[config.mk]
export PLATFORM = sky130hd
export DESIGN_NAME = uart_tx_arbiter
export DESIGN_NICKNAME = d
export VERILOG_FILES = /design/src/rtl/uart_pkg.sv /design/src/rtl/rr_pick.sv /design/src/rtl/uart_tx_arbiter.sv
export SDC_FILE = /design/constraint.sdc
export NUM_CORES = 1
export LEC_CHECK = 0
export BUFFER_PORTS_ARGS = -buffer_cell sky130_fd_sc_hd__buf_2
export CAP_MARGIN = 10
export CORE_UTILIZATION = 50
export DETAILED_ROUTE_END_ITERATION = 10
export PLACE_DENSITY = 0.83
export SLEW_MARGIN = 20
export SYNTH_ARGS = -nofsm -noshare
export SYNTH_HDL_FRONTEND = slang
export SYNTH_SLANG_ARGS = --single-unit
[constraint.sdc]
create_clock -name i_clk -period 5.18 [get_ports i_clk]
set_clock_uncertainty 0.15 [all_clocks]
set_input_delay 0.259 -clock i_clk [delete_from_list [all_inputs] [get_ports i_clk]]
set_output_delay 0.259 -clock i_clk [all_outputs]
set_load 0.02 [all_outputs]
[src/rtl/uart_pkg.sv]
// Shared definitions for the UART TX arbiter: byte width, FSM states and the
// round-robin rotation helper.
package uart_pkg;

    localparam int BYTE_W  = 8;
    localparam int MAX_REQ = 16;

    typedef enum logic {
        ST_IDLE   = 1'b0,
        ST_LOCKED = 1'b1
    } state_t;

    // Rotates req so that bit 0 holds requester ptr and bit n-1 holds ptr-1.
    function automatic logic [MAX_REQ-1:0] rotate_prio(
        input logic [MAX_REQ-1:0] req,
        input int                 ptr,
        input int                 n
    );
        logic [MAX_REQ-1:0] rot;
        int                 src;
        rot = '0;
        for (int i = 0; i < MAX_REQ; i++) begin
            if (i < n) begin
                src = i + ptr;
                if (src >= n) begin
                    src = src - n;
                end
                rot[i] = req[src];
            end
        end
        return rot;
    endfunction

endpackage

[src/rtl/rr_pick.sv]
// Round-robin pick: first set request at or after ptr, wrapping modulo NUM_REQ.
// Latency: combinational.
// Backpressure: none; pure function of the request vector and pointer.
module rr_pick
    import uart_pkg::*;
#(
    parameter  int NUM_REQ = 4,
    localparam int IDX_W   = $clog2(NUM_REQ)
) (
    input  logic [NUM_REQ-1:0] req,
    input  logic [IDX_W-1:0]   ptr,
    output logic [IDX_W-1:0]   grant,
    output logic               any
);

    logic [MAX_REQ-1:0] rot;
    int                 off;
    int                 idx;

    always_comb begin
        rot = rotate_prio(MAX_REQ'(req), int'(ptr), NUM_REQ);
        off = 0;
        for (int i = MAX_REQ - 1; i >= 0; i--) begin
            if (rot[i]) begin
                off = i;
            end
        end
        idx = int'(ptr) + off;
        if (idx >= NUM_REQ) begin
            idx = idx - NUM_REQ;
        end
        grant = IDX_W'(idx);
        any   = |req;
    end

endmodule

[src/rtl/uart_tx_arbiter.sv]
// Packet-granular round-robin sharing of one byte-wide UART TX among NUM_REQ sources.
// Latency: 1 cycle from valid to grant, then zero-latency combinational forwarding.
// Backpressure: i_tx_ready reaches only the owner; every other requester sees ready=0.
module uart_tx_arbiter
    import uart_pkg::*;
#(
    parameter  int NUM_REQ      = 4,
    parameter  int IDLE_TIMEOUT = 1024,
    localparam int TO_W         = $clog2(IDLE_TIMEOUT + 1),
    localparam int IDX_W        = $clog2(NUM_REQ)
) (
    input  logic                      i_clk,
    input  logic                      i_rst,
    input  logic [NUM_REQ-1:0]        i_req_valid,
    input  logic [NUM_REQ-1:0]        i_req_last,
    input  logic [BYTE_W*NUM_REQ-1:0] i_req_data,
    output logic [NUM_REQ-1:0]        o_req_ready,
    output logic [BYTE_W-1:0]         o_tx_data,
    output logic                      o_tx_valid,
    input  logic                      i_tx_ready,
    output logic                      o_busy,
    output logic [IDX_W-1:0]          o_owner,
    output logic                      o_timeout
);

    // A disabled timeout still needs a 1-bit counter to keep the logic legal.
    localparam int               CNT_W    = (TO_W > 0) ? TO_W : 1;
    localparam logic [CNT_W-1:0] CNT_MAX  = '1;
    localparam logic [CNT_W-1:0] CNT_FIRE = CNT_W'((IDLE_TIMEOUT > 0) ? IDLE_TIMEOUT - 1 : 0);
    localparam logic [IDX_W-1:0] LAST_IDX = IDX_W'(NUM_REQ - 1);

    state_t           state_q, state_d;
    logic [IDX_W-1:0] owner_q, owner_d;
    logic [IDX_W-1:0] rr_ptr_q, rr_ptr_d;
    logic [CNT_W-1:0] to_cnt_q, to_cnt_d;
    logic [IDX_W-1:0] pick_idx;
    logic [IDX_W-1:0] owner_inc;
    logic             pick_any;
    logic             own_vld;
    logic             own_last;
    logic             beat;
    logic             stall_fire;

    rr_pick #(
        .NUM_REQ (NUM_REQ)
    ) u_rr_pick (
        .req   (i_req_valid),
        .ptr   (rr_ptr_q),
        .grant (pick_idx),
        .any   (pick_any)
    );

    assign own_vld    = i_req_valid[owner_q];
    assign own_last   = i_req_last[owner_q];
    assign beat       = own_vld && i_tx_ready;
    assign owner_inc  = (owner_q == LAST_IDX) ? '0 : owner_q + IDX_W'(1);
    // Fires on the stall cycle that brings the count to IDLE_TIMEOUT; a ready
    // stall with valid high never gets here because the counter only moves on valid low.
    assign stall_fire = (IDLE_TIMEOUT != 0) && !own_vld && (to_cnt_q >= CNT_FIRE);

    always_ff @(posedge i_clk) begin
        if (i_rst) begin
            state_q  <= ST_IDLE;
            owner_q  <= '0;
            rr_ptr_q <= '0;
            to_cnt_q <= '0;
        end else begin
            state_q  <= state_d;
            owner_q  <= owner_d;
            rr_ptr_q <= rr_ptr_d;
            to_cnt_q <= to_cnt_d;
        end
    end

    always_comb begin
        state_d     = state_q;
        owner_d     = owner_q;
        rr_ptr_d    = rr_ptr_q;
        to_cnt_d    = to_cnt_q;
        o_req_ready = '0;
        o_tx_data   = '0;
        o_tx_valid  = 1'b0;
        o_busy      = 1'b0;
        o_owner     = owner_q;
        o_timeout   = 1'b0;

        case (state_q)
            ST_IDLE: begin
                if (pick_any) begin
                    state_d  = ST_LOCKED;
                    owner_d  = pick_idx;
                    to_cnt_d = '0;
                end
            end
            ST_LOCKED: begin
                o_busy               = 1'b1;
                o_tx_valid           = own_vld;
                o_tx_data            = i_req_data[owner_q*BYTE_W +: BYTE_W];
                o_req_ready[owner_q] = i_tx_ready;
                // A last beat wins over a coincident timeout, so it is tested first.
                if (beat) begin
                    to_cnt_d = '0;
                    if (own_last) begin
                        state_d  = ST_IDLE;
                        rr_ptr_d = owner_inc;
                    end
                end else if (stall_fire) begin
                    state_d   = ST_IDLE;
                    rr_ptr_d  = owner_inc;
                    to_cnt_d  = '0;
                    o_timeout = 1'b1;
                end else if (!own_vld && (to_cnt_q != CNT_MAX)) begin
                    to_cnt_d = to_cnt_q + CNT_W'(1);
                end
            end
            default: begin
                state_d = ST_IDLE;
            end
        endcase
    end

endmodule

After elaboration in Yosys (flattened, before gate mapping)
Cells that the tools add are included.

Logic and storage cells: 93. Output and inout bits: 17. Bits of input ports: 43. Flip-flop bits (word level): 16.

Add/subtract/negate cells: 11. Mux-type cells: 48. Bitwise logic cells: 2. Magnitude comparators: 12. Reduce and logical (&&, ||, !) cells: 10. Shift operators: 1. Equality and inequality tests: 5.

Operator list (number): 32-bit by 6-bit < comparator with 1-bit output, second input constant (4); 32-bit 2-to-1 mux (4); 32-bit by 4-bit greater-or-equal comparator with 1-bit output, second input constant (3); 32-bit by 4-bit subtractor with 32-bit output, second input constant (3); 11-bit 2-to-1 mux (4); 32-bit by 6-bit indexed part select with 8-bit output (1); 11-bit one-hot mux with 2 select lines (1); 1-bit 2-to-1 mux (20); 2-bit 2-to-1 mux (9); 1-bit binary-select mux with 4-bit select (4); 11-bit by 1-bit adder with 11-bit output, second input constant (1); 11-bit by 10-bit greater-or-equal comparator with 1-bit output, second input constant (1); 11-bit != test, second input constant (1); 8-bit 2-to-1 mux (1); 2-bit by 2-bit adder with 3-bit output, first input constant (2); 4-bit AND (1); 1-bit binary-select mux with 2-bit select (2); 1-bit logical AND (4); 4-bit 2-to-1 mux (1); 2-bit != test, second input constant (2); 4-bit by 1-bit != test with 1-bit output, second input constant (1); 2-bit AND reduction (2); 4-bit OR reduction (1); 2-bit by 3-bit subtractor with 4-bit output, second input constant (1); other kinds (15) (15).

Logic depth before layout (Yosys ltp)
Gate-level depths: netlist of the first run.

Depth in word-level cells: 13. Depth in mapped cells: 11. Gate-level depth less buffers: 11.

By module
A second synthesis of the first run with hierarchy kept.

Cell total of the unflattened synthesis: 148. Area total of the unflattened synthesis: 1430.1 um^2.

By module, submodules not included: uart_tx_arbiter (times used 1, seq. area each 320.3 um^2, area an instance 1186.1 um^2, cells each 123); rr_pick (times used 1, seq. area each 0.0 um^2, area an instance 244.0 um^2, cells each 25).

Worst setup path before layout of the first run
No wires, ideal clock.

Path type: register -> register. Start point: register rr_ptr_q[0]. End point: register owner_q[1], in the netlist o_owner[1]. Slack: 2339 ps. Stages on the path, launching flop included: 12. Clock period less this slack: 2841 ps. Library setup time: 122 ps. Arrival time: 2570 ps. Path buffers: 0. Path through: dfxtp_1 > inv_1 > ha_1 > mux2_1 > and3_2 > a311oi_1 > o22a_1 > o32ai_1 > ha_1 > nor3b_1 > o211a_1 > a221o_1.

Longest elaborated chain between the ends: 13. Elaborated cells on any way between the ends: 35.

Ends and longest elaborated chain: start: declaration (line uart_tx_arbiter.sv:34) `logic [IDX_W-1:0] rr_ptr_q, rr_ptr_d;`; start signal: assignment (line uart_tx_arbiter.sv:70) `rr_ptr_q <= rr_ptr_d;`; 2-bit by 2-bit adder with 3-bit output (line uart_pkg.sv:24) `src = i + ptr;`; 32-bit by 4-bit subtractor with 32-bit output or 32-bit by 4-bit greater-or-equal comparator with 1-bit output (tied branches) (line uart_pkg.sv:26, uart_pkg.sv:25); 32-bit 2-to-1 mux (line uart_pkg.sv:25) `if (src >= n) begin`; 1-bit binary-select mux with 4-bit select (line uart_pkg.sv:28) `rot[i] = req[src];`; 1-bit 2-to-1 mux (not written as such) (2 in a row) (line uart_pkg.sv:28); 2-bit 2-to-1 mux (4 in a row) (line rr_pick.sv:24) `if (rot[i]) begin`; 2-bit by 2-bit adder with 3-bit output * (line rr_pick.sv:28) `idx = int'(ptr) + off;`; 3-bit greater-or-equal comparator or 2-bit by 1-bit subtractor with 2-bit output (tied branches) (line rr_pick.sv:29, rr_pick.sv:30); 2-bit 2-to-1 mux * (line rr_pick.sv:29) `if (idx >= NUM_REQ) begin`; end signal: assignment (line uart_tx_arbiter.sv:69) `owner_q <= owner_d;`; end: declaration (line uart_tx_arbiter.sv:33) `logic [IDX_W-1:0] owner_q, owner_d;`.

Every way passes the cells marked *; elsewhere a longest branch is shown, timed or not. The select of a mux whose other input is x is not followed. A chain may end at the register's enable or synchronous reset.

Final worst setup path of the first run
Same ends and word-level chain as after synthesis.

==> results.sh, run 1 <==
export IMPL_die_height_microns=55.8
export IMPL_drv_slew=0
export IMPL_syn_avg_cell_area_sq_um=9.09
export IMPL_seq_area_frac_synth_pct=22.2
export IMPL_final_cell_mix="buf_2, dfxtp_1, a21oi_1"
export IMPL_p_leak_uw=0.000794
export IMPL_drtIter0Drc=34
export IMPL_power_density_nw_per_um2=185
export IMPL_vias=1471
export IMPL_synth_enable_flop_cells=0
export IMPL_clock_latency_ns=0.29
export IMPL_internal_power_uw=213
export IMPL_wirelength_microns=3590
export IMPL_totalPowerFinal_uw=326
export IMPL_hold_buffers=0
export IMPL_synth_nets=213
export IMPL_routed_via_density=6.03
export IMPL_crit_top_cell="ha_1"
export IMPL_dieArea_sq_um=3110
export IMPL_overflow=0
export IMPL_synthCells=159
export IMPL_clockBufferDepth=2
export IMPL_cts_tree="built"
export IMPL_cts_root_buf="clkbuf_4"
export IMPL_tightest_slew_ns=0.815
export IMPL_cp_slowest_cell="dfxtp_1"
export IMPL_ios=60
export IMPL_max_cap_viol_count=0
export IMPL_worstHoldPathType="in2reg"
export IMPL_synthFlopType="dfxtp_1"
export IMPL_ir_drop_v=0.000167
export IMPL_grt_pass1_wl_microns=6180
export IMPL_drc=0
export IMPL_critPathRequiredTime_ns=5.21
export IMPL_rows=19
export IMPL_final_hold_viol_count=0
export IMPL_crit_fanout=9
export IMPL_grt_use_total_pct=24.5
export IMPL_floorplan_die_width_microns=55.8
export IMPL_cp_start_kind="register"
export IMPL_clk_pin_slew_ns=0.09
export IMPL_reg2reg_slack_ns=2.04
export IMPL_outcome="complete, no violations"
export IMPL_final_layout_size_suffix_gt1_share_pct=38.5
export IMPL_grt_pass1_vias=1435
export IMPL_synth_distinct_cells=46
export IMPL_fill_cells=244
export IMPL_area_delta_synth_final_pct=22.1
export IMPL_grt_start_max_net_pins=21
export IMPL_pwr_share_clk_pct=20.4
export IMPL_ys_ff_latch=16
export IMPL_setup_ws_ns=2.04
export IMPL_syn_cell_area_sq_um=1450
export IMPL_rsz0062_at_grt="no"
export IMPL_start_util_pct=52.4
export IMPL_multi_input_area_sq_um=1050
export IMPL_worstSetupPathType="reg2reg"
export IMPL_place_congestion=0.800
export IMPL_period_needed_ns=3.14
export IMPL_stdcell_area_sq_um=1760
export IMPL_async_flop_share_pct=0
export IMPL_pwr_share_seq_pct=43.3
export IMPL_cts_made_buffers=3
export IMPL_dr_pass1_iters=4
export IMPL_placed_area_sq_um=1740
export IMPL_n_antenna_cell=0
export IMPL_p_sw_uw=113
export IMPL_antenna_found_initial=0
export IMPL_setup_viol=0
export IMPL_combPwrFrac_pct=36.3
export IMPL_max_freq_mhz=319
export IMPL_area_sequential_sq_um=320
export IMPL_ant_nets=0
export IMPL_cts_setup_buffers=0
export IMPL_layout_cells_most_common="buf_2"
export IMPL_htreeDepth=1
export IMPL_crit_chain="inv_1 -> ha_1 -> mux2_1 -> and3_2 -> a311oi_1 -> o22a_1 -> o32ai_1 -> ha_1 -> nor3b_1 -> o211a_1 -> a221o_1"
export IMPL_final_setup_tns_ns=0
export IMPL_pre_cts_ws_ns=2.10
export IMPL_nets=269
export IMPL_ys_warn_count=0
export IMPL_routedWlPerCell_microns=14.7
export IMPL_io_buffers=59
export IMPL_timing_final_crit_share_pct=60.6
export IMPL_cp_end_kind="register"
export IMPL_cts_num_sinks=16
export IMPL_p_sw_share_pct=34.6
export IMPL_cpPeakStageDelay_ns=0.53
export IMPL_worst_endpoint_arrival_ns=3.17
export IMPL_max_slew_margin_pct=45.6
export IMPL_cts_resized=0
export IMPL_hpwl_microns=2810
export IMPL_coreArea_sq_um=2760
[cell type report]
cell class              instances  share of cell area, %
flip-flops and latches         16                   18.2
repair buffers                 59                   16.7
inverters                       9                   1.91
clock buffers                   3                   1.28
multi-input cells             126                   59.7
well taps                      31                   2.20
[stage by stage]
stage               utilization, %  hold WS [ns]  instances
finish                        64.0         0.198        244
global route                  64.0         0.216        244
CTS                           64.0         0.192        244
detailed placement            63.2         0.390        241
global placement              63.2         0.379        241
floorplan                        -         0.347        159
[power by group through the flow]
stage	combinational [uW]	clock [uW]	sequential, uW
finish	118	66.5	141
global route	129	73.7	143
CTS	118	68.1	141
detailed placement	118	0	144
global placement	115	0	144
floorplan	87.1	0	137
[path summary, 6_finish.rpt]
check,start,to,cells past startpoint
worst min register to register,to_cnt_q[8],to_cnt_q[8],2
worst max-delay path,rr_ptr_q[0],o_owner[1],11
worst min-delay path,i_rst,to_cnt_q[1],2
worst max register to register,rr_ptr_q[0],o_owner[1],11
[sequential cells by signal, summed over array words and instances, names as in the netlist]
name,count
state_q,1
rr_ptr_q,2
to_cnt_q,11
o_owner,2
[synth_stat cells, types with 2 or more instances]
| master | number | area [sq um] |
|---|---|---|
| a21oi_1 | 13 | 65.1 |
| a41oi_1 | 2 | 17.5 |
| and2_1 | 8 | 50.1 |
| and3_1 | 10 | 62.6 |
| buf_2 | 3 | 15.0 |
| clkbuf_1 | 4 | 15.0 |
| dfxtp_1 | 16 | 320 |
| ha_1 | 11 | 138 |
| inv_1 | 8 | 30.0 |
| mux2_1 | 2 | 22.5 |
| mux2_2 | 2 | 22.5 |
| mux2i_1 | 2 | 20.0 |
| mux4_2 | 11 | 248 |
| nand2_1 | 7 | 26.3 |
| nand2b_1 | 2 | 12.5 |
| nand3_1 | 4 | 20.0 |
| nand4_1 | 4 | 25.0 |
| nor2_1 | 8 | 30.0 |
| nor3_1 | 10 | 50.1 |
| nor3b_1 | 2 | 15.0 |
| o21ai_1 | 2 | 10.0 |
| o31a_1 | 2 | 17.5 |
| o31ai_1 | 3 | 22.5 |
[worst max-delay path: cells and delay by family (launching register included)]
| family | cells | cell delay [ns] |
|---|---|---|
| AO/OA/AOI/OAI | 5 | 0.95 |
| adder cells (fa/ha/maj) | 2 | 0.55 |
| multiplexers | 1 | 0.33 |
| flip-flops | 1 | 0.53 |
| AND/OR/NAND/NOR | 2 | 0.36 |
| buffers and inverters | 1 | 0.16 |
[routing by layer]
layer	global-route usage [%]	share of wire, %	up-vias	wire (microns)
met3	6.51	3.2	2	116
met1	27.9	41	714	1480
li1	-	-	724	-
met4	5.36	0.33	0	12
met5	0	0	-	0
met2	45.6	55	31	1980
[kinds of logic (layout without fill, tap and decap cells)]
logic type,count (synthesis),count (layout),synth area share (%)
flops,16,16,22.2
buf+inv,17,71,4.93
fa+ha+maj,11,11,9.52
compound gates,37,37,18.2
simple gates,61,61,23.6
mux,17,17,21.6
No activity file was read; power rests on OpenSTA's default activity.
==> run 2: changes to the inputs <==
Settings changed: ABC_AREA from default to 1, PLACE_DENSITY 0.83 to 0.81.
Clock period 5.18 ns to 3.1 ns, I/O delays scaled along.
==> run 2 against run 1 <==
Global-route usage down 3.3 points. Core utilization down 0.52 points. First-iteration DRC count rose to 3.6 times the previous value. Largest cell class unchanged. Critical endpoint is now o_timeout. Clock-buffer cell count up 1. Synthesized cell count up 69%. Clock power up 110%. Wire length up 3.1%. Non-clock buffer count up 1. Setup slack worse by 1.3 ns. Via count up 18%. Critical path depth down 2.
==> results.sh, run 2 <==
export IMPL_crit_fanout=14
export IMPL_overflow=0
export IMPL_area_sequential_sq_um=320
export IMPL_drv_slew=0
export IMPL_crit_chain="inv_1 -> a21oi_1 -> o21ai_1 -> nand2_2 -> nand2_2 -> inv_2 -> nand2_2 -> inv_1 -> buf_2"
export IMPL_setup_viol=0
export IMPL_holdWs_ns=0.0512
export IMPL_cts_root_buf="clkbuf_4"
export IMPL_hold_buffers=0
export IMPL_synthFlopType="dfxtp_1"
export IMPL_timing_final_crit_share_pct=77.1
export IMPL_routedWlPerCell_microns=10.1
export IMPL_coreArea_sq_um=3080
export IMPL_cts_resized=0
export IMPL_final_hold_viol_count=0
export IMPL_synth_area_top_cells="dfxtp_1, nor2_1, ha_1"
export IMPL_dieArea_sq_um=3480
export IMPL_tightest_slew_ns=0.533
export IMPL_cts_made_buffers=3
export IMPL_worstSetupPathType="reg2out"
export IMPL_nets=378
export IMPL_top_register="to_cnt_q"
export IMPL_cp_start_kind="register"
export IMPL_die_height_microns=59.0
export IMPL_synth_nets=323
export IMPL_antenna_found_initial=0
export IMPL_cp_end_kind="output pin"
export IMPL_n_antenna_cell=0
export IMPL_grt_pass1_vias=1487
export IMPL_fill_cells=314
export IMPL_wirelength_microns=3700
export IMPL_cts_num_sinks=16
export IMPL_place_congestion=0.846
export IMPL_cp_slowest_cell="dfxtp_1"
export IMPL_syn_cell_area_sq_um=1620
export IMPL_ys_ff_latch=16
export IMPL_layout_cells_most_common="nor2_1"
export IMPL_synthTopCellsByCount="nor2_1, inv_1, nand2_1, o21ai_0, nand3_1"
export IMPL_seq_area_frac_synth_pct=19.7
export IMPL_grt_use_total_pct=21.3
export IMPL_cts_setup_buffers=0
export IMPL_critical_path_top_delay_family="flip-flops"
export IMPL_drtIter0Drc=124
export IMPL_hpwl_microns=2880
export IMPL_yosysTopAreaCell="dfxtp_1"
export IMPL_critPathRequiredTime_ns=2.79
export IMPL_power_density_nw_per_um2=317
export IMPL_drc=0
export IMPL_routed_via_density=4.72
export IMPL_outcome="complete, no violations"
export IMPL_rsz0062_at_grt="no"
export IMPL_ys_warn_count=0
export IMPL_crit_top_cell="nand2_2"
export IMPL_synth_distinct_cells=34
export IMPL_synth_top_area_share_pct=19.7
export IMPL_max_cap_viol_count=0
export IMPL_grt_start_max_net_pins=23
export IMPL_final_layout_size_suffix_gt1_share_pct=28.2
export IMPL_rows=20
export IMPL_period_needed_ns=2.39
export IMPL_io_buffers=59
export IMPL_floorplan_die_width_microns=59.0
export IMPL_clock_latency_ns=0.28
export IMPL_vias=1732
export IMPL_worstHoldPathType="in2reg"
export IMPL_max_freq_mhz=419
export IMPL_ios=60
export IMPL_largest_register_ffs=11
export IMPL_ant_nets=0
export IMPL_synthCells=269
export IMPL_cts_tree="built"
export IMPL_reg2reg_slack_ns=0.72
export IMPL_multi_input_area_sq_um=1100
export IMPL_async_flop_share_pct=0
export IMPL_synth_enable_flop_cells=0
export IMPL_clk_pin_slew_ns=0.10
export IMPL_yosysMostFrequentCell="nor2_1"
export IMPL_ir_drop_v=0.000251
export IMPL_area_delta_synth_final_pct=20.3
export IMPL_final_setup_tns_ns=0
export IMPL_final_cell_mix="nor2_1, buf_2, inv_1"
export IMPL_worst_endpoint_arrival_ns=2.08
export IMPL_start_util_pct=52.8
export IMPL_p_leak_uw=0.000944
export IMPL_syn_avg_cell_area_sq_um=6.04
export IMPL_dr_pass1_iters=4
export IMPL_grt_pass1_wl_microns=5890
export IMPL_htreeDepth=1
export IMPL_cpPeakStageDelay_ns=0.62
export IMPL_max_slew_margin_pct=64.4
export IMPL_crit_buf_inv=4
export IMPL_clockBufferDepth=2
run 2: changes by cell type after synthesis, sizes merged, moves of 15 or more:
cell | before | now
inv | 9 | 37
nor2 | 9 | 82
nand3 | 4 | 19
o21ai | 3 | 23
nand2 | 8 | 35
run 2: power by group:
group,internal (uW),switching (uW)
combinational,93.5,155
sequential,213,18.5
clock,71.4,67.2
total,378,241
run 2: metal layers:
metal,GRT usage (%),vias to the layer above,share of wire (%)
li1,-,948,-
met1,26.1,739,47
met2,38.5,45,48
met3,4.37,0,5.8
met4,3.74,0,0
met5,0,-,0
run 2: area by class of cell:
type	count	area share, %
Timing Repair Buffer	60	15.5
Clock buffer	4	1.86
Tap cell	44	2.82
Multi-Input combinational cell	206	56.3
Sequential cell	16	16.4
Inverter	37	7.11
run 2: metrics by stage:
| stage | cell area [sq um] | setup slack, ns | std cells | util, % | power [uW] |
|---|---|---|---|---|---|
| 6_report | 1950 | 0.711 | 367 | 63.5 | 619 |
| 5_1_grt | 1950 | 0.504 | 367 | 63.5 | 668 |
| 4_1_cts | 1950 | 0.703 | 367 | 63.5 | 624 |
| 3_5_place_dp | 1920 | 0.727 | 363 | 62.3 | 484 |
| 3_3_place_gp | 1920 | 0.764 | 363 | 62.3 | 482 |
| 2_1_floorplan | 1620 | 0.926 | 269 | - | 417 |
run 2: logic make-up after synthesis:
| logic type | after synthesis | synth area share, % |
|---|---|---|
| compound gates | 41 | 13.9 |
| xor+xnor | 8 | 4.31 |
| fa+ha+maj | 11 | 8.47 |
| buf+inv | 47 | 12.6 |
| flops | 16 | 19.7 |
| simple gates | 146 | 41.0 |
run 2: final timing paths:
| kind | endpoint | cells after the start | start |
|---|---|---|---|
| min reg2reg | to_cnt_q[10] | 2 | to_cnt_q[10] |
| min | rr_ptr_q[1] | 2 | i_rst |
| max reg2reg | o_owner[0] | 10 | rr_ptr_q[0] |
| max | o_timeout | 9 | o_owner[1] |
run 2: worst register-to-register path, cell delays in order, from the launching register on:
cell	delay (ns)
dfxtp_1	0.52
inv_2	0.13
ha_1	0.33
inv_1	0.06
nand3_1	0.08
nand3_1	0.08
or2_2	0.27
a21boi_0	0.16
ha_1	0.25
o21ai_0	0.16
a21oi_1	0.05
